===== src/rtl/simon_input_capture.sv =====
// Simon answer capture: synchronises 16 pushbuttons, encodes presses and checks them against the
// expected sequence with a per-press timeout. Optional debounce is enabled by SIMON_DEBOUNCE_EN.
module simon_input_capture #(
  parameter int unsigned MAX_LEN      = 8,
  parameter int unsigned TIMEOUT_CYC  = 1000,
  parameter int unsigned DEBOUNCE_CYC = 16
) (
  input  logic                 clk_i,
  input  logic                 n_rst_i,
  input  logic                 start_i,
  input  logic [3:0]           exp_len_i,
  input  logic [4*MAX_LEN-1:0] exp_seq_i,
  input  logic [15:0]          pb_i,
  output logic                 busy_o,
  output logic                 done_o,
  output logic                 pass_o,
  output logic [3:0]           got_len_o,
  output logic [3:0]           last_code_o,
  output logic                 err_multi_o
);

  localparam int unsigned TmoW = (TIMEOUT_CYC > 1) ? $clog2(TIMEOUT_CYC) : 1;

  typedef enum logic [1:0] {StIdle, StWait, StHeld, StDone} state_e;

  state_e                      state_q;
  logic [15:0]                 pb_meta_q, pb_s_q;
  logic                        event_q, multi_q;
  logic [3:0]                  code_q;
  logic                        pb_idle;
  logic [3:0]                  code_c;
  logic                        multi_c;
  logic [MAX_LEN-1:0][3:0]     exp_q;
  logic [3:0]                  len_q, len_c, exp_sym;
  logic [3:0]                  got_len_q, last_code_q;
  logic [TmoW-1:0]             tmo_q;
  logic                        busy_q, done_q, pass_q, err_multi_q;

  always_ff @(posedge clk_i or negedge n_rst_i) begin
    if (!n_rst_i) begin
      pb_meta_q <= '0;
      pb_s_q    <= '0;
    end else begin
      pb_meta_q <= pb_i;
      pb_s_q    <= pb_meta_q;
    end
  end

  // Lowest set bit wins; a multi-press is flagged separately.
  always_comb begin
    code_c = '0;
    for (int i = 15; i >= 0; i--) begin
      if (pb_s_q[i]) code_c = 4'(i);
    end
  end
  assign multi_c = |(pb_s_q & (pb_s_q - 16'd1));

`ifdef SIMON_DEBOUNCE_EN
  localparam int unsigned CntW = $clog2(DEBOUNCE_CYC + 1);

  logic [15:0]     db_last_q, db_q;
  logic [CntW-1:0] db_cnt_q, db_run;
  logic            db_stable;

  // db_run is the number of consecutive cycles pb_s has held its current value.
  always_comb begin
    if (pb_s_q != db_last_q)                    db_run = CntW'(1);
    else if (db_cnt_q == CntW'(DEBOUNCE_CYC))   db_run = db_cnt_q;
    else                                        db_run = db_cnt_q + CntW'(1);
  end
  assign db_stable = (db_run == CntW'(DEBOUNCE_CYC)) && (pb_s_q != db_q);
  assign pb_idle   = (db_q == '0);

  always_ff @(posedge clk_i or negedge n_rst_i) begin
    if (!n_rst_i) begin
      db_last_q <= '0;
      db_cnt_q  <= '0;
      db_q      <= '0;
      event_q   <= 1'b0;
      code_q    <= '0;
      multi_q   <= 1'b0;
    end else begin
      db_last_q <= pb_s_q;
      db_cnt_q  <= db_run;
      if (db_stable) db_q <= pb_s_q;
      event_q   <= db_stable && (db_q == '0) && (pb_s_q != '0);
      code_q    <= code_c;
      multi_q   <= multi_c;
    end
  end
`else
  logic pb_zero_q;

  assign pb_idle = (pb_s_q == '0);

  always_ff @(posedge clk_i or negedge n_rst_i) begin
    if (!n_rst_i) begin
      pb_zero_q <= 1'b1;
      event_q   <= 1'b0;
      code_q    <= '0;
      multi_q   <= 1'b0;
    end else begin
      pb_zero_q <= pb_idle;
      event_q   <= !pb_idle && pb_zero_q;
      code_q    <= code_c;
      multi_q   <= multi_c;
    end
  end
`endif

  assign len_c = ({28'd0, exp_len_i} > MAX_LEN) ? 4'(MAX_LEN) : exp_len_i;

  always_comb begin
    exp_sym = '0;
    for (int i = 0; i < MAX_LEN; i++) begin
      if (got_len_q == 4'(i)) exp_sym = exp_q[i];
    end
  end

  always_ff @(posedge clk_i or negedge n_rst_i) begin
    if (!n_rst_i) begin
      state_q     <= StIdle;
      exp_q       <= '0;
      len_q       <= '0;
      got_len_q   <= '0;
      last_code_q <= '0;
      tmo_q       <= '0;
      busy_q      <= 1'b0;
      done_q      <= 1'b0;
      pass_q      <= 1'b0;
      err_multi_q <= 1'b0;
    end else begin
      done_q <= 1'b0;
      unique case (state_q)
        StIdle: begin
          if (start_i) begin
            exp_q       <= exp_seq_i;
            len_q       <= len_c;
            got_len_q   <= '0;
            pass_q      <= 1'b0;
            err_multi_q <= 1'b0;
            tmo_q       <= '0;
            if (len_c == '0) begin
              state_q <= StDone;
              done_q  <= 1'b1;
              pass_q  <= 1'b1;
            end else begin
              state_q <= StWait;
              busy_q  <= 1'b1;
            end
          end
        end
        StWait: begin
          // A press in the same cycle as the timeout takes priority.
          if (event_q) begin
            last_code_q <= code_q;
            if (multi_q || (code_q != exp_sym)) begin
              state_q     <= StDone;
              done_q      <= 1'b1;
              busy_q      <= 1'b0;
              err_multi_q <= multi_q;
            end else begin
              if (got_len_q != len_q) got_len_q <= got_len_q + 4'd1;
              state_q <= StHeld;
            end
          end else if (tmo_q == TmoW'(TIMEOUT_CYC - 1)) begin
            state_q <= StDone;
            done_q  <= 1'b1;
            busy_q  <= 1'b0;
          end else begin
            tmo_q <= tmo_q + TmoW'(1);
          end
        end
        StHeld: begin
          if (pb_idle) begin
            if (got_len_q == len_q) begin
              state_q <= StDone;
              done_q  <= 1'b1;
              busy_q  <= 1'b0;
              pass_q  <= 1'b1;
            end else begin
              state_q <= StWait;
              tmo_q   <= '0;
            end
          end
        end
        StDone:  state_q <= StIdle;
        default: state_q <= StIdle;
      endcase
    end
  end

  assign busy_o      = busy_q;
  assign done_o      = done_q;
  assign pass_o      = pass_q;
  assign got_len_o   = got_len_q;
  assign last_code_o = last_code_q;
  assign err_multi_o = err_multi_q;

endmodule


===== config.mk =====
export PLATFORM = sky130hd
export DESIGN_NAME = simon_input_capture
export DESIGN_NICKNAME = d
export VERILOG_FILES = /design/src/rtl/simon_input_capture.sv
export SDC_FILE = /design/constraint.sdc
export NUM_CORES = 1
export LEC_CHECK = 0
export CORE_MARGIN = 4
export CORE_UTILIZATION = 35
export DETAILED_ROUTE_END_ITERATION = 7
export HOLD_SLACK_MARGIN = 0.15
export PLACE_DENSITY_LB_ADDON = 0.2
export REMOVE_ABC_BUFFERS = 1
export SKIP_CTS_REPAIR_TIMING = 1
export SYNTH_ARGS = -nofsm -noshare
export SYNTH_HDL_FRONTEND = slang
export SYNTH_SLANG_ARGS = --single-unit

===== constraint.sdc =====
create_clock -name clk_i -period 2.8 [get_ports clk_i]
set_input_delay 0.28 -clock clk_i [delete_from_list [all_inputs] [get_ports clk_i]]
set_output_delay 0.28 -clock clk_i [all_outputs]
set_load 0.005 [all_outputs]

# Yosys cells after proc, flatten, opt, wreduce, memory -nomap -nowiden
# Index checks and enable logic that the tools add are counted.
[word_totals]
register_bits = 99
input_bits = 55
output_inout_bits = 12
word_cells = 142
[classes]
add_sub_neg = 3
n_lt_le_gt_ge = 1
eq_ne = 27
muxes = 68
n_bitwise = 1
n_reduce_logical = 19
[ops]
columns = ["cell", "n"]
rows = [
  ["$mux W4", 29],
  ["$mux W10", 5],
  ["$pmux W10 S3", 1],
  ["$ne A2 B2 Y1 const B", 11],
  ["$mux W1", 21],
  ["$and A16 B16 Y16", 1],
  ["$eq A4 B3 Y1 const B", 4],
  ["$logic_not A16 Y1", 1],
  ["$reduce_or A16 Y1", 1],
  ["$sub A16 B1 Y16 const B", 1],
  ["$mux W2", 6],
  ["$add A10 B1 Y10 const B", 1],
  ["$eq A10 B10 Y1 const B", 1],
  ["$eq A4 B2 Y1 const B", 2],
  ["$logic_not A4 Y1", 2],
  ["$ne A4 B4 Y1", 2],
  ["$pmux W2 S4", 1],
  ["$pmux W4 S2", 1],
  ["$reduce_and A4 Y1", 2],
  ["$reduce_and A7 Y1", 1],
  ["$ne A3 B3 Y1 const B", 2],
  ["$pmux W1 S3", 2],
  ["$reduce_and A6 Y1", 1],
  ["$reduce_and A5 Y1", 1],
  ["15 further kinds", 19],
]

# Logic depth before layout (Yosys ltp)
[depth]
depth_word = 16
depth_mapped = 10
depth_no_buf = 9

# Least setup slack after synthesis
# No wires, ideal clock.
[synth_timing]
path_kind = "register to register"
from = "register got_len_q[0] (netlist: got_len_o[0])"
to = "register busy_q (netlist: busy_o)"
setup_time_ns = 0.079
t_arrival_ns = 2.399
required_ns = 2.721
path_slack_ns = 0.322
stages_incl_launch_ff = 11
n_path_buf = 2
period_less_slack_ns = 2.478
path_cell_list = "dfrtp_1 -> ha_1 -> buf_2 -> clkbuf_1 -> a21oi_1 -> a211oi_1 -> o22ai_1 -> xor2_1 -> nand4_1 -> o41ai_1 -> mux2i_1"
[synth_via]
elab_chain_len = 13
elab_cells_between_ends = 22
cone_classes = "eq/ne (11); mux (8); reduce/logical (3)"
[synth_rtl]
columns = ["item", "line_no", "source"]
rows = [
  ["start: declaration", "35", "logic [3:0] got_len_q, last_code_q;"],
  ["start signal: assignment", "163", "if (got_len_q != len_q) got_len_q <= got_len_q + 4'd1;"],
  ["$logic_not A4 Y1", "116", "if (got_len_q == 4'(i)) exp_sym = exp_q[i];"],
  ["$mux W4 (8 in series)", "116", ""],
  ["$ne A4 B4 Y1", "157", "if (multi_q || (code_q != exp_sym)) begin"],
  ["$logic_or A1 B1 Y1", "157", ""],
  ["$ne A3 B3 Y1 (no source line)", "n/a", ""],
  ["$reduce_and A7 Y1 (no source line) *", "n/a", ""],
  ["end signal: assignment", "160", "busy_q <= 1'b0;"],
  ["end signal: assignment", "169", "busy_q <= 1'b0;"],
  ["end signal: assignment", "179", "busy_q <= 1'b0;"],
  ["end: declaration", "37", "logic busy_q, done_q, pass_q, err_multi_q;"],
]
# Every way passes the cells marked *; elsewhere a longest branch is shown, timed or not.
# A chain may end at the register's enable or synchronous reset.

# Final worst setup path
[layout_timing]
from = "register got_len_q[0] (netlist: got_len_o[0])"
to = "register got_len_q[3] (netlist: got_len_o[3])"
[layout_via]
elab_chain_len = 13
elab_cells_between_ends = 27
cone_classes = "add/sub (1); eq/ne (11); mux (12); reduce/logical (3)"
[layout_rtl]
columns = ["item", "line_no"]
rows = [
  ["$logic_not A4 Y1", "116"],
  ["$mux W4 (8 in series)", "116"],
  ["$ne A4 B4 Y1", "157"],
  ["$logic_or A1 B1 Y1", "157"],
  ["$ne A2 B2 Y1 (no source line)", "n/a"],
  ["$reduce_and A5 Y1 (no source line)", "n/a"],
]
# Several ways; a longest one is shown, not always the timed one. The select of a mux whose other input is x is not followed.

==> impl_metrics.sql <==
INSERT INTO impl_metrics (metric_group, metric, value, unit) VALUES
('synthesis', 'main_combinational_cell_family_by_area_after_synthesis', 'simple AND/OR/NAND/NOR gates', ''),
('synthesis', 'synthArstFlopShare', '100', '%'),
('placement', 'buffer_ports.inserted', '66', ''),
('placement', 'place.detailed.hpwl', '7.11', 'mm'),
('critical_path', 'cp-start-kind', 'flip-flop', ''),
('drt', 'vias_per_cell', '5.10', ''),
('grt', 'grt_first_pass_wirelength', '16.3', 'mm'),
('timing', 'final_min_period_over_clock_period', '88.6', '%'),
('synthesis', 'seq_area_frac_synth', '53.1', '%'),
('floorplanning', 'core_region_area', '0.0128', 'mm^2'),
('timing', 'min_period', '2480', 'ps'),
('synthesis', 'yosys_most_used_dff', 'sky130_fd_sc_hd__dfrtp_1', ''),
('cells_and_area', 'filler_cell_count', '1230', ''),
('timing', 'timing.max_slew.rel_slack', '58.6', '%'),
('critical_path', 'crit-reg2reg-launch', 'got_len_o[0]', ''),
('floorplanning', 'chipHeight', '124', 'um'),
('synthesis', 'syn_avg_cell_area', '11.5', 'um^2'),
('clock_network', 'clk_pin_slew', '70', 'ps'),
('pwr', 'power_internal', '3180', 'uW'),
('critical_path', 'worst-r2r-setup-slack', '320', 'ps'),
('synthesis', 'synth_cell_types', '60', ''),
('timing', 'report.final.hold_viol_count', '0', ''),
('critical_path', 'r2r-end', 'got_len_o[3]', ''),
('grt', 'antenna_found_initial', '0', ''),
('critical_path', 'path_max_fanout', '11', ''),
('drt', 'detail_route.drc_violations', '0', ''),
('synthesis', 'synth_compound_gate_area_share', '14.5', '%'),
('pwr', 'power_per_cell_area', '781', 'mW/mm^2'),
('pwr', 'static-leakage-power', '0.00253', 'uW'),
('drt', 'dr_total_vias', '3338', ''),
('outcome', 'run_status', 'complete, no violations', ''),
('critical_path', 'setup.worst_path.class', 'reg -> reg', ''),
('synthesis', 'synthAdderAreaFrac', '3.32', '%'),
('floorplanning', 'initial_utilization', '36.4', '%'),
('placement', 'dp_worst_setup_slack', '44.6', 'ps'),
('critical_path', 'worst_r2r_path_depth', '10', ''),
('floorplanning', 'die_area', '0.0153', 'mm^2'),
('grt', 'groute.usage.overall', '13.7', '%'),
('cells_and_area', 'drive_above_1_share', '18.8', '%'),
('floorplanning', 'die_w', '124', 'um'),
('grt', 'grt_pass1_vias', '3449', ''),
('clock_network', 'cts_root_buffer', 'sky130_fd_sc_hd__clkbuf_16', ''),
('synthesis', 'simple_gate_share_of_the_synthesized_area', '15.3', '%'),
('clock_network', 'insertion_delay', '350', 'ps'),
('synthesis', 'synthesized_area', '0.00467', 'mm^2'),
('synthesis', 'synth-seq-cells', '99', ''),
('synthesis', 'synthesis.yosys.warnings', '0', ''),
('critical_path', 'worstSetupEndpointType', 'flip-flop', ''),
('critical_path', 'critPathArrivalTime', '2700', 'ps'),
('cells_and_area', 'antenna_cells_inserted', '0', ''),
('clock_network', 'h-tree-depth', '3', ''),
('synthesis', 'syn_inst', '405', ''),
('critical_path', 'setup.worst_path.end', 'got_len_o[3]', ''),
('drt', 'postRouteAntennaNets', '0', ''),
('cells_and_area', 'area_growth_syn_to_layout', '27.6', '%'),
('min_path', 'min-delay-path-class', 'in -> async', ''),
('synthesis', 'synth_enable_flop_cells', '0', ''),
('run', 'max_cap_violations', '0', ''),
('floorplanning', 'core_rows', '41', ''),
('cells_and_area', 'instances_no_fill', '655', ''),
('drt', 'routed_wirelength', '9.96', 'mm'),
('timing', 'timing_worst_slew_pin_value', '605', 'ps'),
('pwr', 'sw_frac_of_total', '31.6', '%'),
('placement', 'gp_routability_congestion', '0.793', ''),
('timing', 'setup-violations-final', '0', ''),
('synthesis', 'yosys.area_share.xor_xnor', '1.13', '%'),
('timing', 'rsz_0062_raised_after_global_routing', 'false', ''),
('drt', 'drt-pass1-iter-count', '5', ''),
('clock_network', 'tritoncts', 'done', ''),
('pwr', 'power.combinational.fraction', '28.3', '%'),
('synthesis', 'yosys-mux-area-fraction', '9.38', '%');
## flip-flops by register name (all words and copies together) (netlist names), 2 cells and up
register and cells:
exp_q 32, pb_meta_q 16, pb_s_q 16, tmo_q 10, code_q 4, got_len_o 4
last_code_o 4, len_q 4, state_q 2
## cell usage after synthesis (all sizes together) (2+ instances only)
cell | number | area share (%)
a311oi | 2 | 0.38
o22a | 2 | 0.38
o21a | 5 | 0.80
inv | 16 | 1.3
a31oi | 2 | 0.27
or3 | 6 | 0.80
dfrtp | 98 | 53
or4 | 4 | 0.72
o31ai | 5 | 0.80
o32ai | 2 | 0.38
o21ai | 24 | 2.6
mux2 | 38 | 9.2
nor4 | 7 | 2.2
buf | 6 | 1.0
nand3b | 3 | 0.48
ha | 10 | 2.7
a21o | 5 | 0.80
a22o | 7 | 1.3
nor2b | 11 | 1.5
and2 | 2 | 0.27
nand2b | 9 | 1.2
xor2 | 5 | 0.94
o41ai | 3 | 0.56
clkbuf | 12 | 0.96
a211oi | 8 | 1.3
a21oi | 15 | 1.6
o22ai | 5 | 0.67
nor3 | 9 | 1.5
nand2 | 28 | 2.3
nor2 | 13 | 1.0
maj3 | 3 | 0.64
o21bai | 2 | 0.32
and3 | 3 | 0.40
a22oi | 4 | 0.64
nand3 | 8 | 0.86
nand4 | 2 | 0.40
nor3b | 5 | 0.91
## cell usage in the layout (no fill, tap or decap), drive strengths merged, types with 10 or more instances in the layout
| cell | n |
|---|---|
| mux2 | 38 |
| nand2 | 28 |
| nor2b | 11 |
| ha | 10 |
| inv | 20 |
| clkdlybuf4s50 | 65 |
| buf | 14 |
| a21oi | 15 |
| o21ai | 24 |
| dfrtp | 98 |
| nor2 | 13 |
## how the worst min path moves through the flow
stage	start	end	slack, ps	cells after the start
after global placement	n_rst_i	exp_q[17]	180	1
final	n_rst_i	exp_q[17]	340	2
after global routing	pb_i[4]	pb_meta_q[4]	350	1
after CTS	n_rst_i	exp_q[17]	-200	1
after floorplan	n_rst_i	busy_o	-20	0
after detailed placement	n_rst_i	exp_q[17]	180	1
## stage by stage
| stage | total power (uW) | hold slack (ps) |
|---|---|---|
| after floorplan | 2850 | -15.6 |
| after global placement | 3280 | 183 |
| after detailed placement | 3320 | 185 |
| after CTS | 4650 | -197 |
| after global routing | 4960 | 346 |
| final | 4660 | 339 |
## metal layers
metal	track usage (%)	vias up	part of all wire (%)
met5	0	-	0
met4	4.71	0	1.8
met3	4.25	14	4.8
met2	21.7	73	48
met1	17.9	1633	45
li1	-	1618	-
## cell type report
type | instances | area [um^2] | area share, %
clock buffers | 9 | 225 | 3.78
flip-flops and latches | 99 | 2480 | 41.6
clock inverters | 7 | 92.6 | 1.55
inverters | 16 | 60.1 | 1.01
repair buffers | 80 | 791 | 13.3
well taps | 172 | 215 | 3.61
multi-input cells | 272 | 2100 | 35.2
## cell families (layout without fill, tap and decap cells)
logic type,Yosys count,count (layout)
muxes,39,39
adders and majority gates,13,13
and+or+nand+nor,114,114
buffers and inverters,34,112
AOI/OAI and AO/OA,100,100
DFF,99,99
xor gates and xnor gates,6,6
## power by group through the flow
stage	clock [uW]	combinational (uW)	sequential, uW
floorplan	0	881	1970
global placement	0	1210	2060
detailed placement	0	1250	2070
CTS	1350	1260	2040
global route	1410	1470	2080
finish	1300	1320	2030
## worst max-delay path, stage by stage (launching register included)
cell	delay, ps
sky130_fd_sc_hd__dfrtp_1	410
sky130_fd_sc_hd__inv_1	90
sky130_fd_sc_hd__ha_2	280
sky130_fd_sc_hd__buf_4	170
sky130_fd_sc_hd__a22oi_1	80
sky130_fd_sc_hd__a211oi_1	250
sky130_fd_sc_hd__o22ai_1	150
sky130_fd_sc_hd__xnor2_2	220
sky130_fd_sc_hd__or3_1	380
sky130_fd_sc_hd__o21ai_0	200
sky130_fd_sc_hd__o31ai_1	110
Note: power is estimated with default switching activity, not from simulation.
